--- src/rtl/nibble_serial_subtractor_pkg.sv ---
// Shared arithmetic definitions for the nibble-serial subtractor.
package arith_pkg;

  localparam int NIBBLE_W = 4;

  typedef enum logic {
    IDLE = 1'b0,
    RUN  = 1'b1
  } state_e;

  // Number of nibbles needed to cover an operand of the given width.
  function automatic int num_nibbles(input int width);
    return width / NIBBLE_W;
  endfunction

  // Counter width for a nibble index, never narrower than one bit.
  function automatic int idx_width(input int width);
    return (num_nibbles(width) > 1) ? $clog2(num_nibbles(width)) : 1;
  endfunction

endpackage

--- src/rtl/nibble_serial_subtractor_borrow_lookahead4.sv ---
// 4-bit borrow-lookahead subtract slice: d = a - b - bin, every borrow
// expressed directly from generate/propagate terms and bin.
module borrow_lookahead4
  import arith_pkg::*;
(
  input  logic [NIBBLE_W-1:0] a_i,
  input  logic [NIBBLE_W-1:0] b_i,
  input  logic                bin_i,
  output logic [NIBBLE_W-1:0] d_o,
  output logic                bout_o
);

  logic [NIBBLE_W-1:0] g;
  logic [NIBBLE_W-1:0] p;
  logic [NIBBLE_W:0]   br;

  assign g = ~a_i & b_i;
  assign p = ~(a_i ^ b_i);

  assign br[0] = bin_i;
  assign br[1] = g[0] | (p[0] & bin_i);
  assign br[2] = g[1] | (p[1] & g[0]) | (p[1] & p[0] & bin_i);
  assign br[3] = g[2] | (p[2] & g[1]) | (p[2] & p[1] & g[0])
               | (p[2] & p[1] & p[0] & bin_i);
  assign br[4] = g[3] | (p[3] & g[2]) | (p[3] & p[2] & g[1])
               | (p[3] & p[2] & p[1] & g[0])
               | (p[3] & p[2] & p[1] & p[0] & bin_i);

  assign d_o    = a_i ^ b_i ^ br[NIBBLE_W-1:0];
  assign bout_o = br[NIBBLE_W];

endmodule

--- src/rtl/nibble_serial_subtractor.sv ---
// Multi-cycle subtractor: diff = a - b - bin, one nibble per clock, LSB first.
// Published diff/bout/ovf only change on the completion edge.
module nibble_serial_subtractor
  import arith_pkg::*;
#(
  parameter int WIDTH = 16
) (
  input  logic             clk_i,
  input  logic             rst_i,
  input  logic             start_i,
  input  logic [WIDTH-1:0] a_i,
  input  logic [WIDTH-1:0] b_i,
  input  logic             bin_i,
  output logic             busy_o,
  output logic             done_o,
  output logic [WIDTH-1:0] diff_o,
  output logic             bout_o,
  output logic             ovf_o
);

  localparam int N  = num_nibbles(WIDTH);
  localparam int KW = idx_width(WIDTH);

  if ((WIDTH < NIBBLE_W) || ((WIDTH % NIBBLE_W) != 0)) begin : g_bad_width
    $error("nibble_serial_subtractor: WIDTH must be a positive multiple of 4");
  end

  state_e           state_q, state_d;
  logic [KW-1:0]    k_q, k_d;
  logic [WIDTH-1:0] a_q, a_d;
  logic [WIDTH-1:0] b_q, b_d;
  logic             br_q, br_d;
  logic [WIDTH-1:0] work_q, work_d;
  logic [WIDTH-1:0] diff_q, diff_d;
  logic             bout_q, bout_d;
  logic             ovf_q, ovf_d;
  logic             done_q, done_d;

  logic [NIBBLE_W-1:0] a_nib, b_nib, d_nib;
  logic                br_nib;
  logic [KW+1:0]       nib_base;
  logic                last_nib;

  // Single shared slice; the active nibble is selected by k.
  assign nib_base = {k_q, 2'b00};
  assign a_nib    = a_q[nib_base +: NIBBLE_W];
  assign b_nib    = b_q[nib_base +: NIBBLE_W];
  assign last_nib = (k_q == KW'(N - 1));

  borrow_lookahead4 u_slice (
    .a_i    (a_nib),
    .b_i    (b_nib),
    .bin_i  (br_q),
    .d_o    (d_nib),
    .bout_o (br_nib)
  );

  // Next-state and datapath control; everything holds unless updated below.
  always_comb begin
    state_d = state_q;
    k_d     = k_q;
    a_d     = a_q;
    b_d     = b_q;
    br_d    = br_q;
    work_d  = work_q;
    diff_d  = diff_q;
    bout_d  = bout_q;
    ovf_d   = ovf_q;
    done_d  = 1'b0;
    unique case (state_q)
      IDLE: begin
        if (start_i) begin
          a_d     = a_i;
          b_d     = b_i;
          br_d    = bin_i;
          k_d     = '0;
          state_d = RUN;
        end
      end
      RUN: begin
        work_d[nib_base +: NIBBLE_W] = d_nib;
        br_d = br_nib;
        if (last_nib) begin
          k_d     = '0;
          state_d = IDLE;
          diff_d  = work_d;
          bout_d  = br_nib;
          ovf_d   = (a_q[WIDTH-1] != b_q[WIDTH-1]) && (work_d[WIDTH-1] != a_q[WIDTH-1]);
          done_d  = 1'b1;
        end else begin
          k_d = k_q + KW'(1);
        end
      end
      default: state_d = IDLE;
    endcase
  end

  // State, working and published registers; reset aborts any operation.
  always_ff @(posedge clk_i or posedge rst_i) begin
    if (rst_i) begin
      state_q <= IDLE;
      k_q     <= '0;
      a_q     <= '0;
      b_q     <= '0;
      br_q    <= 1'b0;
      work_q  <= '0;
      diff_q  <= '0;
      bout_q  <= 1'b0;
      ovf_q   <= 1'b0;
      done_q  <= 1'b0;
    end else begin
      state_q <= state_d;
      k_q     <= k_d;
      a_q     <= a_d;
      b_q     <= b_d;
      br_q    <= br_d;
      work_q  <= work_d;
      diff_q  <= diff_d;
      bout_q  <= bout_d;
      ovf_q   <= ovf_d;
      done_q  <= done_d;
    end
  end

  assign busy_o = (state_q == RUN);
  assign done_o = done_q;
  assign diff_o = diff_q;
  assign bout_o = bout_q;
  assign ovf_o  = ovf_q;

endmodule

--- config.mk ---
export PLATFORM = sky130hd
export DESIGN_NAME = nibble_serial_subtractor
export DESIGN_NICKNAME = d
export VERILOG_FILES = /design/src/rtl/nibble_serial_subtractor_pkg.sv /design/src/rtl/nibble_serial_subtractor_borrow_lookahead4.sv /design/src/rtl/nibble_serial_subtractor.sv
export SDC_FILE = /design/constraint.sdc
export NUM_CORES = 1
export LEC_CHECK = 0
export BUFFER_PORTS_ARGS = -buffer_cell sky130_fd_sc_hd__buf_4
export CAP_MARGIN = 0
export CORE_MARGIN = 1
export CORE_UTILIZATION = 45
export DETAILED_ROUTE_END_ITERATION = 12
export MAX_ROUTING_LAYER = met4
export PLACE_DENSITY = 0.69
export SLEW_MARGIN = 20
export SYNTH_ARGS = -nofsm -noshare
export SYNTH_HDL_FRONTEND = slang
export SYNTH_SLANG_ARGS = --single-unit
--- constraint.sdc ---
create_clock -name clk_i -period 2.35 [get_ports clk_i]
set_input_delay 0.47 -clock clk_i [delete_from_list [all_inputs] [get_ports clk_i]]
set_output_delay 0.47 -clock clk_i [all_outputs]
set_load 0.02 [all_outputs]
==> run metrics <==
Worst R2R Setup Slack=-0.05 ns; Period Utilization, post-route=102.1%; critical path's slowest cell=mux4_2; hold slack=about 0.20 ns; clock latency on the worst-skew pair=roughly 0.35 ns; RSZ-0062 raised after global routing=yes; max_slew headroom=between 70% and 80%; DR iter-0 viols=102; antenna fix cells=0; Critical Path Fanout Max=7; Routed WL=a little under 7 mm; Std-Cell Rows=30; Area after DPL=between 3000 and 4000 um^2; WP data required=between 2 and 3 ns; worst endpoint data arrival time=between 2 and 3 ns; fin cells=around 450; Worst Tran Pin Value=between 0.3 and 0.4 ns; Yosys top cell area share=between 50% and 60%; Clock Sinks=71; DR vias=roughly 2,300; GR Util All Layers=approximately a fifth; fin worst setup slack=-0.04828 ns; Core Region=roughly 6900 um^2; clock buffer depth=2; outcome=finished, violations left; full die area=about 7700 um^2; Mapped Area=between 3000 and 4000 um^2; Synth Flop Type=dfrtp_1; Reg2Reg Depth=8; crit path cell chain=mux4_2, inv_2, ha_4, a41oi_2, o21ai_2, or3_1, a32oi_1, o31ai_1; slowest cell delay on critical path=~0.54 ns; CTS tree=built; Synth Area per Inst=roughly 12 um^2; CTS H-tree lvls=3; crit-path leading delay family=compound AO/OA/AOI/OAI gates; first-pass GRT wire length=approximately 11 mm; first drt pass iteration count=4; Ports=56; hold crit path type=input pin to async pin; Clock Skews=around 0.0091 ns; average wire per standard cell=15.17 um; Port Buffer Count=between 50 and 60; CP Launch Type=register; Layout area overhead=26.45%; number of global-route vias before repair=~2,400; Mapped Nets=324; number of max-cap violations=0; number of synthesized register bits=71; Worst R2R Start=k_q[0]$_DFFE_PP0P_; GRT Residual Overflow=0; largest net degree at the start of global routing=72; maximum clock frequency=0.4170 GHz; dpl hpwl=just under 5 mm; initial antenna violation count=0; Setup CP Type=register to register; layout cell share with drive strength beyond 1=around 42%; Setup Viol. Count Final=1; Chip Height=around 90 um; Levels on crit path=8; Final ANT Viol Nets=0; sequential area share after synthesis=a little over half; Clk pin slew, worst setup/hold paths=0.08 ns; Buf+Inv Stages, Crit Path=1; fin crit period=~2.4 ns; synth top area cells=dfrtp_1 54%, mux2_2 11%, mux4_2 4.7%; crit path capture type=register; Final Hold Fails=0; failing checks=negative setup slack; Die W=between 80 and 90 um; Unique masters post-synth=39; synth warn=0; async set-reset flop share out of synthesis=100.0%; drc violations=0; placed insts=roughly 430; cells after synthesis=about 280; fin. max-slew vios=0; Final GP Congestion=between 0.7 and 0.8; Synth area leader=dfrtp_1; CTS Buf Count=9; clk root buf=clkbuf_8; Vias/cell=roughly 5.1; setup bufs post-CTS=0; cts hold-fix bufs=0; design area=approximately 4200 um^2; Worst R2R End=ovf_o$_DFFE_PP0P_; number of synthesized flops with an enable pin=0; nets=about 400; sum of negative setup slack=-0.04828 ns; starting density of the core=between 40% and 50%
==> sequential cells by signal (all words and copies together), names as in the netlist <==
name and flops:
done_o 1, ovf_o 1, a_q 16, br_q 1, k_q 2, bout_o 1, diff_o 16, b_q 16
busy_o 1, work_q 16
==> layout by cell type, fill, tap and decap left out, drive strengths merged, types with 8 or more instances in the layout <==
cell type  synthesis  final
ha                10     10
buf                8     71
o21ai             25     25
mux2              32     32
nor2b             15     15
nand2             34     34
clkbuf             3      9
a21oi             17     17
dfrtp             71     71
inv               14     13
mux4               8      8
==> cell usage after synthesis, types with 2 or more instances <==
cell and instances:
o31ai_1 3, nor2b_1 15, mux4_2 7, o21a_1 4, dfrtp_1 71, nand3_1 3
a22o_1 4, nand2_1 34, ha_1 10, o221ai_1 4, a21oi_1 16, clkbuf_1 2
inv_2 2, inv_1 12, buf_2 7, o21ai_0 24, and3_1 2, xnor2_1 2
mux2_2 31, nor2_1 5
==> kinds of logic (layout without fill, tap and decap cells) <==
kind of cell / after synthesis / count (layout) / share of synthesized area, %
xor gates and xnor gates: 3 / 3 / 1.018
buffers and inverters: 25 / 100 / 3.127
muxes: 40 / 40 / 16.39
adders and majority gates: 11 / 11 / 4.371
AOI/OAI and AO/OA: 61 / 61 / 11.45
DFF: 71 / 71 / 53.50
and+or+nand+nor: 66 / 66 / 10.14
==> routing by layer <==
metal / vias up / track usage (%) / share of wire [%]
met5: - / - / 0
met4: 0 / 5.812 / 1.2
met3: 7 / 5.372 / 5.0
met2: 52 / 31.50 / 47
met1: 1123 / 26.36 / 47
li1: 1121 / - / -
==> final cells by class <==
cell class	instances	area (um^2)
sequential	71	1779
timing repair buffer	71	553.0
multi-input combinational	181	1504
clock inverter	6	62.56
fill	601	2745
inverter	14	56.30
clock buffer	9	123.9
tap	96	120.1
==> stage by stage <==
step / utilization, % / setup WS, ns
final: 60.47 / -0.04828
after global routing: 60.47 / -0.1180
after CTS: 60.07 / -0.05779
after detailed placement: 56.77 / -0.07193
after global placement: 56.77 / -0.01363
after floorplan: - / -0.04756
==> tightest hold or removal path, cell delays in order <==
cell and delay [ns]:
buf_4 0.12, clkinvlp_4 0.07, buf_12 0.29
==> worst max path at each step <==
stage / startpoint / to
after floorplan: k_q[1]$_DFFE_PP0P_ / ovf_o$_DFFE_PP0P_
after global placement: k_q[0]$_DFFE_PP0P_ / ovf_o$_DFFE_PP0P_
after detailed placement: k_q[1]$_DFFE_PP0P_ / ovf_o$_DFFE_PP0P_
after CTS: k_q[0]$_DFFE_PP0P_ / ovf_o$_DFFE_PP0P_
after global routing: k_q[0]$_DFFE_PP0P_ / ovf_o$_DFFE_PP0P_
final: k_q[0]$_DFFE_PP0P_ / ovf_o$_DFFE_PP0P_
==> what timing repair did <==
item,in CTS,in global routing
endpoints found under the hold margin,0,0
pin swaps,2,0
resized for setup,10,13
endpoints found under the setup margin,7,19
Power is not shown: default switching activity piles up to over one toggle a cycle in this logic, so the estimate is an artifact.
